--- src/rtl/scpu_pkg.sv ---
// Shared sCPU constants and types for the register-file write path.
// Imported by reg_writeback and its decoder.
package scpu_pkg;

    localparam int DATA_W   = 8;
    localparam int REG_W    = 2;
    localparam int NUM_REGS = 1 << REG_W;

    typedef logic [REG_W-1:0]  reg_idx_t;
    typedef logic [DATA_W-1:0] data_t;

    localparam reg_idx_t R0 = 2'd0;
    localparam reg_idx_t R1 = 2'd1;
    localparam reg_idx_t R2 = 2'd2;
    localparam reg_idx_t R3 = 2'd3;

    // One in-flight write between capture and commit.
    typedef struct packed {
        logic     valid;
        reg_idx_t rd;
        data_t    data;
    } stage_t;

endpackage

--- src/rtl/decoder_2to4.sv ---
// Qualified 2-to-4 one-hot decoder: selects one register when en is high,
// drives all zeros otherwise.
module decoder_2to4
    import scpu_pkg::*;
(
    input  logic                en,
    input  logic [REG_W-1:0]    sel,
    output logic [NUM_REGS-1:0] onehot
);

    always_comb begin
        // NOTE: default assigned first so every path drives onehot; no latch.
        onehot = '0;
        if (en) begin
            onehot[sel] = 1'b1;
        end
    end

endmodule

--- src/rtl/reg_writeback.sv ---
// Write side of the sCPU 4x8 register file: one-cycle staging, commit into the
// addressed register, and a per-register busy scoreboard for RAW detection.
module reg_writeback
    import scpu_pkg::*;
(
    input  logic                clk,
    input  logic                rst,
    input  logic                wr_en,
    input  logic [REG_W-1:0]    rd,
    input  logic [DATA_W-1:0]   wr_data,
    input  logic                issue_en,
    input  logic [REG_W-1:0]    issue_rd,
    output logic [DATA_W-1:0]   reg0_out,
    output logic [DATA_W-1:0]   reg1_out,
    output logic [DATA_W-1:0]   reg2_out,
    output logic [DATA_W-1:0]   reg3_out,
    output logic [NUM_REGS-1:0] busy,
    output logic                wr_ack,
    output logic [REG_W-1:0]    wr_ack_rd
);

    stage_t              stg;
    data_t               regs [NUM_REGS];
    logic [NUM_REGS-1:0] commit_oh;
    logic [NUM_REGS-1:0] issue_oh;

    // commit_oh doubles as the write enable and the scoreboard clear.
    decoder_2to4 u_commit_dec (
        .en     (stg.valid),
        .sel    (stg.rd),
        .onehot (commit_oh)
    );

    decoder_2to4 u_issue_dec (
        .en     (issue_en),
        .sel    (issue_rd),
        .onehot (issue_oh)
    );

    always_ff @(posedge clk or posedge rst) begin
        // NOTE: sequential state uses <= so all flops see pre-edge values.
        if (rst) begin
            stg <= '0;
        end else begin
            stg.valid <= wr_en;
            if (wr_en) begin
                stg.rd   <= rd;
                stg.data <= wr_data;
            end
        end
    end

    always_ff @(posedge clk or posedge rst) begin
        // NOTE: the register file must read 0x00 out of reset, so this array
        // is reset explicitly (it is four flops wide, not a RAM macro).
        if (rst) begin
            for (int i = 0; i < NUM_REGS; i++) begin
                regs[i] <= '0;
            end
        end else begin
            for (int i = 0; i < NUM_REGS; i++) begin
                if (commit_oh[i]) begin
                    regs[i] <= stg.data;
                end
            end
        end
    end

    // Set wins over clear: an issue on the committing register is a newer write.
    always_ff @(posedge clk or posedge rst) begin
        if (rst) begin
            busy <= '0;
        end else begin
            busy <= (busy & ~commit_oh) | issue_oh;
        end
    end

    assign wr_ack    = stg.valid;
    assign wr_ack_rd = stg.rd;

    assign reg0_out = regs[R0];
    assign reg1_out = regs[R1];
    assign reg2_out = regs[R2];
    assign reg3_out = regs[R3];

endmodule

--- config.mk ---
export PLATFORM = sky130hd
export DESIGN_NAME = reg_writeback
export DESIGN_NICKNAME = d
export VERILOG_FILES = /design/src/rtl/scpu_pkg.sv /design/src/rtl/decoder_2to4.sv /design/src/rtl/reg_writeback.sv
export SDC_FILE = /design/constraint.sdc
export NUM_CORES = 1
export LEC_CHECK = 0
export BUFFER_PORTS_ARGS = -buffer_cell sky130_fd_sc_hd__buf_2
export CAP_MARGIN = 20
export CORE_MARGIN = 1
export CORE_UTILIZATION = 40
export CTS_BUF_LIST = sky130_fd_sc_hd__clkbuf_2
export DETAILED_ROUTE_END_ITERATION = 8
export GPL_TIMING_DRIVEN = 0
export PLACE_DENSITY = 0.69
export SYNTH_ARGS = -nofsm -noshare
export SYNTH_HDL_FRONTEND = slang
export SYNTH_SLANG_ARGS = --single-unit
--- constraint.sdc ---
create_clock -name clk -period 3.45 [get_ports clk]
set_input_delay 0.345 -clock clk [delete_from_list [all_inputs] [get_ports clk]]
set_output_delay 0.345 -clock clk [all_outputs]
set_load 0.005 [all_outputs]
==> results by group, run 1 <==
Outcome
  • Status: completed

STA
  • Setup violators final: 0
  • Worst-Margin Slew: 0.933 ns
  • Post-Route Setup TNS: 0 ns
  • Post-layout minimum cycle time: 1.57 ns
  • Unrepaired setup endpoints after global routing: false
  • Max-slew headroom: 37.7%
  • Hold slack: 0.111 ns
  • Max Freq: 638 MHz
  • Final period utilization: 45.4%
  • Worst setup slack after layout: 1.88 ns
  • Final Max Slew Viols: 0
  • Worst Skew: 0.0255 ns
  • Final Hold Fails: 0

Floorplan
  • DIE AREA: 0.00471 mm2
  • Number of core rows: 23
  • Core Region: 0.00414 mm2
  • Boundary pin count: 55
  • Die width: 68.6 um
  • Initial Util: 42.9%
  • Die Ht: 68.6 um

Global routing
  • Vias in the first global route: 1048
  • GRT Residual Overflow: 0
  • Antenna violations before repair: 0
  • First-pass GRT wire length: 5240 um
  • Largest net degree at the start of global routing: 48
  • GRT Total Usage: 16.6%

Yosys
  • Avg Inst Size Synth: 16.9 um2
  • Synth cell count leaders: dfrtp_1 (47), mux2_2 (42), inv_1 (4)
  • Post-synthesis sequential area ratio: 66.2%
  • Mapped cell area: 0.00178 mm2
  • Post-synth top area share: 66.2%
  • Count leader, synth: dfrtp_1
  • Post-synth EDFFs: 0
  • Post-Syn Nets: 121
  • Post-synth ARST share: 100%
  • Yosys reg bits: 47
  • Synthesis Warnings: 0
  • Top cells by area, synth: dfrtp_1 (66%), mux2_2 (27%), nand3b_2 (1.3%), a32o_1 (1.1%), nor3b_4 (1.1%)
  • Cells after synthesis: 105
  • Yosys top cell by area: dfrtp_1
  • Netlist cell types: 12
  • Top FF cell, synth: dfrtp_1

Detailed routing
  • WL final: 3440 um
  • Wl on met1: 1530 um
  • Number of routed nets with antenna violations: 0
  • Wire length on met2: 1640 um
  • Post-route DRC: 0
  • Vias per cell: 4.96
  • Max Used Layer: met4
  • Drt initial violations: 38
  • Wire length on met3: 237 um
  • Vias: 1077
  • Wire length per cell: 15.9 um
  • Initial DRT Pass Iterations: 3

Critical path
  • Critical path class: reg -> reg
  • Critical path arrival: 1.87 ns
  • Worst setup EP type: flip-flop
  • CP Cell Sequence: nor3b_4, mux2_2
  • Worst stage delay on the critical path: 0.53 ns
  • Slowest cell on crit path: nor3b_4
  • Crit path buffers/inverters: 0
  • Crit-path leading delay family: simple AND/OR/NAND/NOR gates
  • Worst path required time: 3.75 ns
  • Critical Path Source Type: flip-flop
  • CP Max Fanout: 9

Cells and area
  • Cell Count, Final, Fillers Out: 217
  • Layout cells sized above 1: 66.5%
  • Post-route cell area: 0.00218 mm2
  • Nets@finish: 183
  • Area delta synth->final: 22.7%
  • Ant diodes: 0
  • Final core occ: 52.6%

Worst hold path
  • Hold Path Class: in -> async

Placement
  • Hpwl dp: 2450 um
  • Pre-CTS setup slack: 1.88 ns
  • Routability cong.: 0.688
  • DP Area: 0.00211 mm2
  • Placed Cells: 209
  • Port Buf Inserts: 54

Run
  • Maximum Capacitance Violations: 0

Clock network
  • Clk_lat worst skew: 0.41 ns
  • Cts repair resizes: 0
  • Hold Buf Count CTS: 0
  • Reg clk slew, reported paths: 0.23 ns
  • Clk root buf: clkbuf_2
  • Total clock buffers created by CTS: 5
  • TritonCTS clock tree: done
  • CTS sink cnt: 47
  • # Post-CTS Setup Buffers: 0
  • Max H-tree Level: 2
  • Clk buf depth: 2

Power
  • Pleak: 1.05 nW
  • Total Power: 1.40 mW
  • PwrDens: 642 mW/mm2
  • Worst IR Drop VDD: 361 uV
-- registers in the layout (all words and copies together), names as in the netlist --
signal     count
reg0_out       8
reg3_out       8
wr_ack         1
reg2_out       8
reg1_out       8
busy           4
stg            8
wr_ack_rd      2
-- final timing paths --
check / startpoint / endpoint / slack [ns] / cells after the start
max in group asynchronous: rst / reg3_out[6]$_DFFE_PP0P_ / 2.75 / 2
hold reg to reg: busy[3]$_DFF_PP0_ / busy[3]$_DFF_PP0_ / 0.52 / 1
hold / removal: rst / reg2_out[1]$_DFFE_PP0P_ / 0.11 / 2
setup reg to reg: wr_ack_rd[0]$_DFFE_PP0P_ / reg0_out[0]$_DFFE_PP0P_ / 1.88 / 2
min in group clk: issue_rd[1] / busy[1]$_DFF_PP0_ / 0.11 / 2
setup / recovery: wr_ack_rd[0]$_DFFE_PP0P_ / reg0_out[0]$_DFFE_PP0P_ / 1.88 / 2
-- cell type report --
type	instances	area (um2)
multi-input cells	51	566
fillers	388	1960
flip-flops and latches	47	1180
repair buffers	55	280
plain buffers	3	20.0
well taps	50	62.6
clock buffers	6	30.0
clock inverters	1	30.0
inverters	4	15.0
-- cells by family after synthesis --
family / Yosys count / share of synthesized area (%)
simple gates: 5 / 3.10
buf+inv: 7 / 1.97
compound gates: 4 / 2.11
mux: 42 / 26.6
flops: 47 / 66.2
-- worst register-to-register path, delay by kind of cell (launching register included) --
| family | cells | cell delay, ns |
|---|---|---|
| DFF | 1 | 0.52 |
| and+or+nand+nor | 1 | 0.54 |
| muxes | 1 | 0.40 |
-- per-layer routing --
| layer | track usage (%) | vias to the layer above |
|---|---|---|
| li1 | - | 494 |
| met1 | 20.4 | 537 |
| met2 | 26.3 | 41 |
| met3 | 7.07 | 5 |
| met4 | 5.47 | 0 |
| met5 | 0 | - |
-- cells in the final DEF (no fill, tap or decap), drive strengths merged --
cell type,count
nand2,1
dfrtp,47
bufinv,1
buf,57
nand3b,2
nor3b,1
a32o,2
o2bb2ai,1
nand3,1
dlygate4sd3,1
clkbuf,6
mux2,42
inv,4
o32ai,1
-- power breakdown --
part	switching [mW]	internal, mW	leakage [nW]	total (mW)
Clock	0.158	0.122	0.0391	0.280
Combinational	0.130	0.212	0.459	0.342
Sequential	0.0825	0.694	0.554	0.776
Note: power is estimated with default switching activity, not from simulation.
==> run 2, diff against run 1 <==
--- a/config.mk
+++ b/config.mk
@@ -5,6 +5,7 @@
 export SDC_FILE = /design/constraint.sdc
 export NUM_CORES = 1
 export LEC_CHECK = 0
+export ABC_AREA = 1
 export BUFFER_PORTS_ARGS = -buffer_cell sky130_fd_sc_hd__buf_2
 export CAP_MARGIN = 20
 export CORE_MARGIN = 1
@@ -12,7 +13,7 @@
 export CTS_BUF_LIST = sky130_fd_sc_hd__clkbuf_2
 export DETAILED_ROUTE_END_ITERATION = 8
 export GPL_TIMING_DRIVEN = 0
-export PLACE_DENSITY = 0.69
+export PLACE_DENSITY = 0.68
 export SYNTH_ARGS = -nofsm -noshare
 export SYNTH_HDL_FRONTEND = slang
 export SYNTH_SLANG_ARGS = --single-unit
==> constraint.sdc (replaced) <==
create_clock -name clk -period 1.6 [get_ports clk]
set_input_delay 0.16 -clock clk [delete_from_list [all_inputs] [get_ports clk]]
set_output_delay 0.16 -clock clk [all_outputs]
set_load 0.005 [all_outputs]
==> results by group, run 2 <==
Outcome
  • Status: completed

Power
  • PwrDens: 1060 mW/mm2
  • Total Power: 2.72 mW
  • Worst IR Drop VDD: 544 uV
  • Pleak: 1.41 nW

Detailed routing
  • Initial DRT Pass Iterations: 4
  • Drt initial violations: 90
  • Vias: 1673
  • Number of routed nets with antenna violations: 0
  • Post-route DRC: 0
  • WL final: 4660 um
  • Wire length per cell: 13.3 um
  • Vias per cell: 4.77

STA
  • Worst-Margin Slew: 0.387 ns
  • Final Hold Fails: 0
  • Unrepaired setup endpoints after global routing: false
  • Worst setup slack after layout: 0.324 ns
  • Hold slack: 0.205 ns
  • Final period utilization: 79.7%
  • Max Freq: 784 MHz
  • Worst Skew: 0.0217 ns
  • Setup violators final: 0
  • Post-layout minimum cycle time: 1.28 ns
  • Final Max Slew Viols: 0
  • Max-slew headroom: 74.2%

Yosys
  • Mapped cell area: 0.00199 mm2
  • Post-synthesis sequential area ratio: 59.2%
  • Synthesis Warnings: 0
  • Post-synth EDFFs: 0
  • Post-Syn Nets: 221
  • Synth cell count leaders: nand2_1 (82), dfrtp_1 (47), nand4_1 (24), nand3_1 (12), inv_1 (11)
  • Top FF cell, synth: dfrtp_1
  • Post-synth top area share: 59.2%
  • Count leader, synth: nand2_1
  • Top cells by area, synth: dfrtp_1 (59%), nand2_1 (15%), nand4_1 (7.6%), nand3_1 (3.0%), o21ai_0 (2.5%)
  • Post-synth ARST share: 100%
  • Netlist cell types: 16
  • Cells after synthesis: 205
  • Yosys top cell by area: dfrtp_1
  • Avg Inst Size Synth: 9.69 um2
  • Yosys reg bits: 47

Cells and area
  • Commonest non-fill, non-tap cell in the layout: nand2_1
  • Layout cells sized above 1: 28.5%
  • Area delta synth->final: 28.9%
  • Ant diodes: 0
  • Nets@finish: 299
  • Commonest non-fill, non-tap cells in the layout: nand2_1 (82), buf_2 (54), dfrtp_1 (47)
  • Cell Count, Final, Fillers Out: 351

Placement
  • Port Buf Inserts: 54
  • Pre-CTS setup slack: 0.466 ns
  • Routability cong.: 0.736
  • Placed Cells: 327
  • Hpwl dp: 3170 um

Clock network
  • Clk buf depth: 2
  • Clk root buf: clkbuf_2
  • Reg clk slew, reported paths: 0.23 ns
  • Total clock buffers created by CTS: 5
  • TritonCTS clock tree: done
  • # Post-CTS Setup Buffers: 0
  • Max H-tree Level: 2
  • Clk_lat worst skew: 0.42 ns
  • CTS sink cnt: 47

Global routing
  • Antenna violations before repair: 0
  • Global routing met3 resource utilization: 4.86%
  • GRT Total Usage: 19.4%
  • GR peak layer: met2
  • Met1 Use GR: 25.6%
  • Largest net degree at the start of global routing: 33
  • Met2 usage: 31.0%
  • GRT Residual Overflow: 0
  • First-pass GRT wire length: 7640 um
  • Vias in the first global route: 1579

Floorplan
  • Initial Util: 41.8%
  • Core Region: 0.00475 mm2
  • Boundary pin count: 55
  • Die Ht: 72.5 um
  • DIE AREA: 0.00525 mm2
  • Number of core rows: 25
  • Die width: 72.5 um

Critical path
  • Worst setup EP type: primary output
  • Critical path class: reg -> out
  • Critical Path Source Type: flip-flop
  • Critical path arrival: 1.12 ns
  • CP Max Fanout: 3
  • Worst path required time: 1.44 ns

Run
  • Maximum Capacitance Violations: 0

Worst hold path
  • Hold Path Class: in -> async
-- run 2: cell count changes after synthesis, sizes merged, moves of 7 or more --
cell,before,now
buf,3,10
inv,4,13
mux2,42,0
nand2,1,83
nand3,1,15
nand4,0,24
o21ai,0,10
-- run 2: worst max-delay path: stages (launching register included) --
cell and delay, ns:
dfrtp_1 0.46, buf_4 0.14, buf_2 0.11
-- run 2: final cells by class --
class	count	area, um2
Tap cell	67	83.8
Fill cell	483	2190
Sequential cell	47	1180
Timing Repair Buffer	71	450
Buffer	12	118
Multi-Input combinational cell	133	644
Clock buffer	5	25.0
Inverter	13	48.8
Clock inverter	3	15.0
-- run 2: logic make-up after synthesis --
family / synth area share [%]
flip-flops: 59.2
AND/OR/NAND/NOR: 29.9
buffers and inverters: 8.38
AO/OA/AOI/OAI: 2.52
-- run 2: path summary, 6_finish.rpt --
| kind | start | to | slack [ns] | cells after the start |
|---|---|---|---|---|
| min in group clk | wr_en | wr_ack$_DFF_PP0_ | 0.41 | 2 |
| max | wr_ack_rd[0]$_DFFE_PP0P_ | wr_ack_rd[0] | 0.32 | 2 |
| min | rst | reg0_out[0]$_DFFE_PP0P_ | 0.21 | 3 |
| min reg2reg | reg1_out[2]$_DFFE_PP0P_ | reg1_out[2]$_DFFE_PP0P_ | 0.50 | 2 |
| max reg2reg | wr_ack_rd[0]$_DFFE_PP0P_ | reg2_out[6]$_DFFE_PP0P_ | 0.44 | 4 |
| max in group asynchronous | rst | stg[6]$_DFFE_PP0P_ | 0.89 | 4 |
-- run 2: repair_timing --
action	in CTS	in global routing
endpoints found under the hold margin	38	0
gates resized for setup	0	0
hold buffers	16	0
-- run 2: through the flow --
step / instance area (um2) / setup TNS [ns] / util [%]
after detailed placement: 2360 / 0 / 49.7
after global placement: 2340 / -10.55 / 49.2
final: 2560 / 0 / 53.9
after global routing: 2560 / 0 / 53.9
after floorplan: 1990 / 0 / -
after CTS: 2560 / 0 / 53.9
-- run 2: metal layers --
layer / part of all wire, % / vias up
met1: 47 / 776
met2: 45 / 52
met5: 0 / -
li1: - / 833
met3: 4.6 / 12
met4: 2.6 / 0
-- run 2: power breakdown --
group          internal, mW  switching [mW]  total, mW
registers              1.42           0.154       1.57
logic                 0.331           0.352      0.683
clock network         0.100           0.363      0.463
==> run 3, diff against run 2 <==
--- a/config.mk
+++ b/config.mk
@@ -5,7 +5,7 @@
 export SDC_FILE = /design/constraint.sdc
 export NUM_CORES = 1
 export LEC_CHECK = 0
-export ABC_AREA = 1
+export ABC_AREA = 0
 export BUFFER_PORTS_ARGS = -buffer_cell sky130_fd_sc_hd__buf_2
 export CAP_MARGIN = 20
 export CORE_MARGIN = 1
@@ -13,7 +13,7 @@
 export CTS_BUF_LIST = sky130_fd_sc_hd__clkbuf_2
 export DETAILED_ROUTE_END_ITERATION = 8
 export GPL_TIMING_DRIVEN = 0
-export PLACE_DENSITY = 0.68
+export PLACE_DENSITY = 0.71
 export SYNTH_ARGS = -nofsm -noshare
 export SYNTH_HDL_FRONTEND = slang
 export SYNTH_SLANG_ARGS = --single-unit
==> constraint.sdc (replaced) <==
create_clock -name clk -period 1 [get_ports clk]
set_input_delay 0.1 -clock clk [delete_from_list [all_inputs] [get_ports clk]]
set_output_delay 0.1 -clock clk [all_outputs]
set_load 0.005 [all_outputs]
==> results by group, run 3 (synthesized netlist as in run 1, its figures left out) <==
Placement
  • DP Area: 0.00211 mm2
  • Placed Cells: 209
  • Port Buf Inserts: 54
  • Hpwl dp: 2310 um
  • Routability cong.: 0.654

Critical path
  • Worst path required time: 1.29 ns
  • CP Max Fanout: 6
  • Critical path arrival: 1.63 ns
  • Critical Path Source Type: flip-flop
  • Worst reg-to-reg path cell count: 3
  • Critical path class: reg -> reg
  • Worst setup EP type: flip-flop

Clock network
  • Hold Buf Count CTS: 14
  • CTS sink cnt: 47
  • Clk_lat worst skew: 0.39 ns
  • Clk buf depth: 2
  • TritonCTS clock tree: done
  • Max H-tree Level: 2
  • Total clock buffers created by CTS: 5
  • Clk root buf: clkbuf_2
  • Reg clk slew, reported paths: 0.22 ns

Cells and area
  • Commonest non-fill, non-tap cells in the layout: buf_2 (53), dfrtp_1 (44), mux2_2 (33)
  • Area delta synth->final: 41.8%
  • Layout cells sized above 1: 66.2%
  • Register area: 0.00118 mm2
  • Commonest non-fill, non-tap cell in the layout: buf_2
  • Ant diodes: 0
  • Post-route cell area: 0.00252 mm2
  • Multi-input logic area: 636 um2
  • Cell Count, Final, Fillers Out: 248
  • Final core occ: 60.8%
  • # fillers: 340
  • Nets@finish: 213

Power
  • Total Power: 4.95 mW
  • Pleak: 1.23 nW
  • PwrDens: 1960 mW/mm2
  • Worst IR Drop VDD: 976 uV

STA
  • Final period utilization: 134%
  • Post-layout minimum cycle time: 1.34 ns
  • Max-slew headroom: 35.9%
  • Max Freq: 749 MHz
  • Worst setup slack after layout: -0.335 ns
  • Final Max Slew Viols: 0
  • Post-Route Setup TNS: -11.45 ns
  • Unrepaired setup endpoints after global routing: true
  • Worst-Margin Slew: 0.960 ns
  • Worst Skew: 0.0221 ns
  • Final Hold Fails: 47
  • Hold slack: -0.141 ns
  • Setup violators final: 75

Floorplan
  • Die width: 68.6 um
  • Die Ht: 68.6 um
  • DIE AREA: 0.00471 mm2
  • Core Region: 0.00414 mm2
  • Number of core rows: 23
  • Initial Util: 42.9%
  • Boundary pin count: 55

Global routing
  • Vias in the first global route: 1202
  • Largest net degree at the start of global routing: 48
  • First-pass GRT wire length: 5750 um
  • Antenna violations before repair: 0
  • GRT Total Usage: 17.4%
  • GRT Residual Overflow: 0

Worst hold path
  • Hold Path Class: in -> async

Detailed routing
  • Vias per cell: 4.79
  • Drt initial violations: 9
  • Number of routed nets with antenna violations: 0
  • Wire length per cell: 14.6 um
  • Initial DRT Pass Iterations: 3
  • WL final: 3630 um
  • Vias: 1188
  • Post-route DRC: 0

Outcome
  • Failing checks: hold timing, setup timing
  • Status: finished, violations left

Run
  • Maximum Capacitance Violations: 0
==> run 3: per-stage QoR <==
stage	hold slack [ns]	worst slack, ns
finish	-0.141	-0.335
global route	-0.107	-0.412
CTS	-0.119	-0.334
detailed placement	0.222	-0.540
global placement	0.220	-0.503
floorplan	0.123	-0.303
==> run 3: power by group <==
part | internal, mW | switching (mW)
Clock | 0.169 | 0.534
Combinational | 1.04 | 0.532
Sequential | 2.39 | 0.280
==> run 3: timing repair <==
| item | CTS | global route |
|---|---|---|
| resized for setup | 16 | 6 |
| setup endpoints to repair | 75 | 75 |
| hold endpoints to repair | 62 | 47 |
| pin swaps | 1 | 0 |
| buffers inserted | 8 | 10 |
==> run 3: routing by layer <==
layer | GRT usage, % | up-vias | wire [um]
met4 | 5.47 | 0 | 27
met1 | 21.5 | 576 | 1580
met3 | 6.09 | 3 | 302
li1 | - | 563 | -
met5 | 0 | - | 0
met2 | 28.6 | 46 | 1710
==> run 3: path summary, 6_finish.rpt <==
kind                                          start  slack (ns)                      end
max                        wr_ack_rd[1]$_DFFE_PP0P_       -0.34  reg0_out[2]$_DFFE_PP0P_
min                                             rst       -0.14  reg2_out[4]$_DFFE_PP0P_
max reg2reg                wr_ack_rd[1]$_DFFE_PP0P_       -0.34  reg0_out[2]$_DFFE_PP0P_
min reg2reg                       busy[3]$_DFF_PP0_        0.52        busy[3]$_DFF_PP0_
max in group asynchronous                       rst        0.58         wr_ack$_DFF_PP0_
min in group clk                              wr_en        0.26       stg[4]$_DFFE_PP0P_
==> run 3: area by class of cell <==
type | count | area share [%]
multi-input combinational | 51 | 25.2
clock buffer | 6 | 1.19
sequential | 47 | 46.8
clock inverter | 2 | 0.298
buffer | 3 | 0.943
inverter | 4 | 0.745
tap | 50 | 2.48
timing repair buffer | 85 | 22.3
==> run 3: critical path, cell delays in order, from the launching register on <==
cell and delay, ns:
dfrtp_2 0.51, nor3b_4 0.25, buf_6 0.17, mux2_4 0.30
